**config.mk**
```make
export PLATFORM = sky130hd
export DESIGN_NAME = fifo_flags
export DESIGN_NICKNAME = d
export VERILOG_FILES = /design/src/rtl/fifo_flags.sv
export SDC_FILE = /design/constraint.sdc
export NUM_CORES = 1
export LEC_CHECK = 0
export ABC_AREA = 1
export ABC_CLOCK_PERIOD_IN_PS = 2800
export BUFFER_PORTS_ARGS = -buffer_cell sky130_fd_sc_hd__clkbuf_2
export CORE_ASPECT_RATIO = 0.8
export CORE_MARGIN = 5
export CORE_UTILIZATION = 61
export DETAILED_ROUTE_END_ITERATION = 6
export PLACE_DENSITY = 0.79
export SYNTH_ARGS = -nofsm -noshare
export SYNTH_HDL_FRONTEND = slang
export SYNTH_SLANG_ARGS = --single-unit
export TNS_END_PERCENT = 30
```
**constraint.sdc**
```tcl
create_clock -name clk -period 2.8 [get_ports clk]
set_clock_uncertainty 0.2 [all_clocks]
set_input_delay 0.14 -clock clk [delete_from_list [all_inputs] [get_ports clk]]
set_output_delay 0.14 -clock clk [all_outputs]
set_load 0.01 [all_outputs]
```
**src/rtl/fifo_flags.sv**
```systemverilog
// fifo_flags: single-clock FIFO with occupancy count, almost-full/almost-empty flags and sticky error flags.
// Latency: registered dout, valid one cycle after an accepted read. With FIFO_FWFT_EN defined, dout shows the head word combinationally.
// Backpressure: a write into a full FIFO is rejected unless a read is accepted in the same cycle. A read from an empty FIFO is rejected.
//
// Optional build macro: FIFO_FWFT_EN (first-word-fall-through read port).
//
// Ports:
//   clk, reset        rising-edge clock; asynchronous active-high reset
//   wr_n, din         active-low write request and write data
//   rd_n              active-low read request / head acknowledge
//   err_clr           synchronous clear of the sticky overflow/underflow flags
//   dout              read data
//   full, empty       count == DEPTH / count == 0
//   almost_full       count >= AF_LEVEL
//   almost_empty      count <= AE_LEVEL
//   count             current occupancy, 0..DEPTH
//   overflow          sticky: a write was rejected because the FIFO was full
//   underflow         sticky: a read was rejected because the FIFO was empty
module fifo_flags #(
   parameter int WIDTH    = 8,
   parameter int DEPTH    = 16,
   parameter int AF_LEVEL = DEPTH - 2,
   parameter int AE_LEVEL = 2
) (
   input  logic                         clk,
   input  logic                         reset,
   input  logic                         wr_n,
   input  logic                         rd_n,
   input  logic [WIDTH-1:0]             din,
   input  logic                         err_clr,
   output logic [WIDTH-1:0]             dout,
   output logic                         full,
   output logic                         empty,
   output logic                         almost_full,
   output logic                         almost_empty,
   output logic [$clog2(DEPTH+1)-1:0]   count,
   output logic                         overflow,
   output logic                         underflow
);

   localparam int AW = $clog2(DEPTH);
   localparam int CW = $clog2(DEPTH + 1);

   // Thresholds at count width, so every flag compare has matching widths.
   localparam logic [CW-1:0] DEPTH_C = CW'(DEPTH);
   localparam logic [CW-1:0] AF_C    = CW'(AF_LEVEL);
   localparam logic [CW-1:0] AE_C    = CW'(AE_LEVEL);

   // almost_full out of reset follows the count==0 case. This is 0 for every legal AF_LEVEL.
   localparam logic AF_RST = (AF_LEVEL == 0) ? 1'b1 : 1'b0;

   // ------------------------------------------------------------------
   // State
   // ------------------------------------------------------------------
   logic [WIDTH-1:0] mem_q [DEPTH];

   logic [AW-1:0]    wr_ptr_q, wr_ptr_d;
   logic [AW-1:0]    rd_ptr_q, rd_ptr_d;
   logic [CW-1:0]    count_q,  count_d;
   logic             empty_q,  empty_d;
   logic             full_q,   full_d;
   logic             afull_q,  afull_d;
   logic             aempty_q, aempty_d;
   logic             ovf_q,    ovf_d;
   logic             unf_q,    unf_d;
   logic [WIDTH-1:0] dout_q,   dout_d;

   logic             rd_acc;
   logic             wr_acc;
   logic             wr_rej;
   logic             rd_rej;

   // ------------------------------------------------------------------
   // Handshake and next-state
   // ------------------------------------------------------------------
   always_comb begin
      rd_acc   = 1'b0;
      wr_acc   = 1'b0;
      wr_rej   = 1'b0;
      rd_rej   = 1'b0;
      wr_ptr_d = wr_ptr_q;
      rd_ptr_d = rd_ptr_q;
      count_d  = count_q;
      dout_d   = dout_q;

      // A read is accepted when there is data.
      // A write into a full FIFO is still accepted when a read frees a slot on the same edge.
      // When empty, the read is never accepted, so a simultaneous write lands and the read is counted as an underflow.
      rd_acc = !rd_n && !empty_q;
      wr_acc = !wr_n && (!full_q || rd_acc);
      wr_rej = !wr_n && !wr_acc;
      rd_rej = !rd_n && empty_q;

      // DEPTH is a power of two, so the pointers wrap naturally at AW bits.
      if (wr_acc) begin
         wr_ptr_d = wr_ptr_q + AW'(1);
      end
      if (rd_acc) begin
         rd_ptr_d = rd_ptr_q + AW'(1);
         dout_d   = mem_q[rd_ptr_q];
      end

      count_d = count_q + CW'(wr_acc) - CW'(rd_acc);
   end

   // Flags come from the next count, so they move on the same edge as count.
   always_comb begin
      empty_d  = (count_d == '0);
      full_d   = (count_d == DEPTH_C);
      afull_d  = (count_d >= AF_C);
      aempty_d = (count_d <= AE_C);

      // A new error on the same edge as err_clr wins over the clear.
      ovf_d = wr_rej | (ovf_q & ~err_clr);
      unf_d = rd_rej | (unf_q & ~err_clr);
   end

   // ------------------------------------------------------------------
   // Registers
   // ------------------------------------------------------------------
   always_ff @(posedge clk or posedge reset) begin
      if (reset) begin
         wr_ptr_q <= '0;
         rd_ptr_q <= '0;
         count_q  <= '0;
         empty_q  <= 1'b1;
         full_q   <= 1'b0;
         afull_q  <= AF_RST;
         aempty_q <= 1'b1;
         ovf_q    <= 1'b0;
         unf_q    <= 1'b0;
         dout_q   <= '0;
      end else begin
         wr_ptr_q <= wr_ptr_d;
         rd_ptr_q <= rd_ptr_d;
         count_q  <= count_d;
         empty_q  <= empty_d;
         full_q   <= full_d;
         afull_q  <= afull_d;
         aempty_q <= aempty_d;
         ovf_q    <= ovf_d;
         unf_q    <= unf_d;
         dout_q   <= dout_d;
      end
   end

   // Storage is not reset.
   // A write that coincides with reset may touch mem_q[0].
   // The pointers and count are held at zero by reset, so that word is never treated as stored.
   always_ff @(posedge clk) begin
      if (wr_acc) begin
         mem_q[wr_ptr_q] <= din;
      end
   end

   // ------------------------------------------------------------------
   // Outputs
   // ------------------------------------------------------------------
`ifdef FIFO_FWFT_EN
   // Head word is visible while data is present.
   // When empty, dout_q (the last popped word) is shown instead.
   assign dout = empty_q ? dout_q : mem_q[rd_ptr_q];
`else
   assign dout = dout_q;
`endif

   assign full         = full_q;
   assign empty        = empty_q;
   assign almost_full  = afull_q;
   assign almost_empty = aempty_q;
   assign count        = count_q;
   assign overflow     = ovf_q;
   assign underflow    = unf_q;

endmodule

```
==> summary.txt <==
Yosys
  • Post-synth EDFFs: 128
  • Mean post-synth cell area: 11.4 um^2
  • Synthesized Nets: 586
  • Yosys reg bits: 155
  • Predominant post-synthesis flop cell: edfxtp_1
  • Share of the yosys chip area belonging to registers: 70.8%
  • Top-count cell post-synth: nand2_1
  • Synth top cells by count: nand2_1, edfxtp_1, nand3_1, dfrtp_1, nor2_1
  • Synth top area cells: edfxtp_1, nand2_1, dfrtp_1
  • Area share of the largest cell type after synthesis: 60.2%
  • FFs w/ async S/R, synth: 17.4%
  • Syn Inst Count: 562
  • Largest area contributor in the netlist: edfxtp_1
  • Yosys warns: 0
  • Netlist cell types: 22
  • Mapped Area: 0.00639 mm^2

Placement
  • Post-DP HPWL: 8.85 mm
  • Placed Cells: 724
  • Gpl congestion: 0.875
  • Port Buf Inserts: 31
  • Pre-CTS setup slack: -0.0838 ns
  • Cell Area, Placed: 0.00672 mm^2

Detailed routing
  • Via count: 4309
  • DRC viols: 0
  • 1st-iter DRT viols: 505
  • Drt via density: 5.63
  • ANT nets after route: 0
  • Routed length per placed instance: 18.5 um
  • Drt pass-1 iters: 6
  • DRT Wirelength: 14.2 mm

Pwr
  • Clock share of power: 27.1%
  • Internal Power: 0.00509 W
  • Leakage: 3.00 nW
  • Peak VDD IR: 0.000966 V
  • P per Cell Area: 1120 mW/mm^2
  • Register share of total power: 38.6%
  • Combinational fraction of design power: 34.3%
  • Net Sw Frac: 38.6%
  • Sw power: 0.00320 W

Final layout
  • Storage element area: 0.00452 mm^2
  • Synthesis-to-layout area growth: 16.0%
  • Layout cells sized above 1: 14.2%
  • Filler instances: 674
  • Post-route cell area: 0.00741 mm^2
  • ANT cells: 0
  • Nets@finish: 636
  • Finished Layout Cells: 765
  • Multi-input logic area: 0.00167 mm^2

Run
  • Maxcap violations: 0

Global route
  • GRT Residual Overflow: 0
  • Global-route wire length before repair: 22.1 mm
  • Largest net degree at the start of global routing: 65
  • Vias in the first global route: 4184
  • Tot GR Track Use: 23.4%
  • Initial antenna violation count: 0

STA
  • Fin. max-slew vios: 0
  • Pin slew with the least headroom to its limit: 1.00 ns
  • WHS: -0.00120 ns
  • Slew HR: 33.0%
  • Final setup margin: 0.150 ns
  • Final Hold Violating Endpoints: 9
  • Min Tclk post-route: 2.65 ns
  • Fmax: 377 MHz
  • Final period util: 94.6%
  • # setup viols final: 0

Die
  • Total I/O pin count: 32
  • Chip width: 124 um
  • FP Rows: 33
  • Initial Util: 62.4%
  • DIE HEIGHT: 102 um
  • Die ar.: 0.0126 mm^2
  • Core Area: 0.0102 mm^2

Clock tree
  • Clk slew on worst S/H paths: 0.06 ns
  • H-tree levels: 4
  • CTS tree: yes
  • Max clock buf depth: 2
  • Clock Tree Root: clkbuf_16
  • Total CTS buffers: 17
  • Clk sinks: 155
  • Clk_lat worst skew: 0.42 ns

Outcome
  • Violated checks: hold timing
  • Status: finished with violations

Worst setup path
  • CP arrival: 2.81 ns
  • CP Class: reg -> reg
  • Worst endpoint required time: 2.96 ns
  • Maximum fanout along the worst path: 9
  • Startpoint Class: flip-flop
  • Worst setup EP type: flip-flop

Hold path
  • Hold Path Class: in -> reg
[cell type report]
type / count / share of cell area [%]
clock inverter: 15 / 2.11
clock buffer: 17 / 5.74
timing repair buffer: 53 / 4.93
multi-input combinational: 360 / 22.5
sequential: 155 / 61.1
tap: 140 / 2.36
inverter: 25 / 1.27
[metal layers]
layer  up-vias  track usage (%)  part of all wire (%)
li1       2010                -                     -
met4         0             8.42                   2.0
met2       246             36.6                    47
met1      2025             31.4                    39
met3        28             7.49                    12
met5         -                0                     0
[placed cells by master, fill, tap and decap left out, drive strengths merged]
cell / n
a21oi: 9
buf: 14
bufinv: 1
clkbuf: 48
clkinv: 5
clkinvlp: 3
dfrtp: 25
dfstp: 2
dlygate4sd3: 8
edfxtp: 128
fa: 1
ha: 10
inv: 31
nand2: 210
nand3: 92
nor2: 23
nor3: 1
o21ai: 2
o22ai: 2
xor2: 10
[power groups by stage]
| stage | Combinational [W] | Clock (W) | Sequential (W) |
|---|---|---|---|
| 6_report | 0.00284 | 0.00224 | 0.00320 |
| 5_1_grt | 0.00316 | 0.00236 | 0.00323 |
| 4_1_cts | 0.00277 | 0.00226 | 0.00319 |
| 3_5_place_dp | 0.00273 | 0 | 0.00323 |
| 3_3_place_gp | 0.00262 | 0 | 0.00322 |
| 2_1_floorplan | 0.00193 | 0 | 0.00316 |
[critical path: stages, from the launching register on]
cell     delay, ns
dfstp_2       0.58
nor2_4        0.05
inv_2         0.12
nand2_1       0.10
nand2_2       0.14
ha_1          0.24
inv_1         0.06
ha_1          0.19
fa_2          0.48
nor3_1        0.23
nand2_1       0.10
nor2_1        0.10
[per-stage QoR]
stage	TNS (ns)	utilization [%]	total power, W
detailed placement	-0.245	65.6	0.00596
finish	0	72.3	0.00828
global placement	-0.00724	65.6	0.00584
CTS	0	72.2	0.00822
global route	-0.00187	72.3	0.00875
floorplan	0	-	0.00509
[state kept, by name, summed over array words and instances (netlist names)]
name          flops
almost_empty      1
almost_full       1
count             5
wr_ptr_q          4
overflow          1
full              1
mem_q           128
rd_ptr_q          4
dout              8
empty             1
underflow         1
[cells by family (layout without fill, tap and decap cells)]
family	Yosys count	count (layout)	share of synthesized area [%]
compound gates	13	13	1.06
xor+xnor	10	10	1.37
simple gates	326	326	21.1
buf+inv	47	110	3.35
fa+ha+maj	11	11	2.27
flops	155	155	70.8
[final timing paths]
path	startpoint	to	slack [ns]	depth (start not counted)
setup reg to reg	empty	empty	0.15	11
hold / removal	din[3]	mem_q[1][3]	-0.001	1
hold reg to reg	dout[5]	dout[5]	0.30	2
max in group asynchronous	reset	rd_ptr_q[0]	1.43	3
min in group asynchronous	reset	dout[4]	0.29	3
setup / recovery	empty	empty	0.15	11
[what timing repair did]
item                                   in CTS  in global routing
gates cloned                                0                  0
resized for setup                           0                  3
pin swaps                                   1                  0
buffers inserted                            1                  0
endpoints found under the hold margin      74                  0
setup endpoints to repair                   5                  2
hold buffers                                8                  0
(Power assumes the default switching activity.)
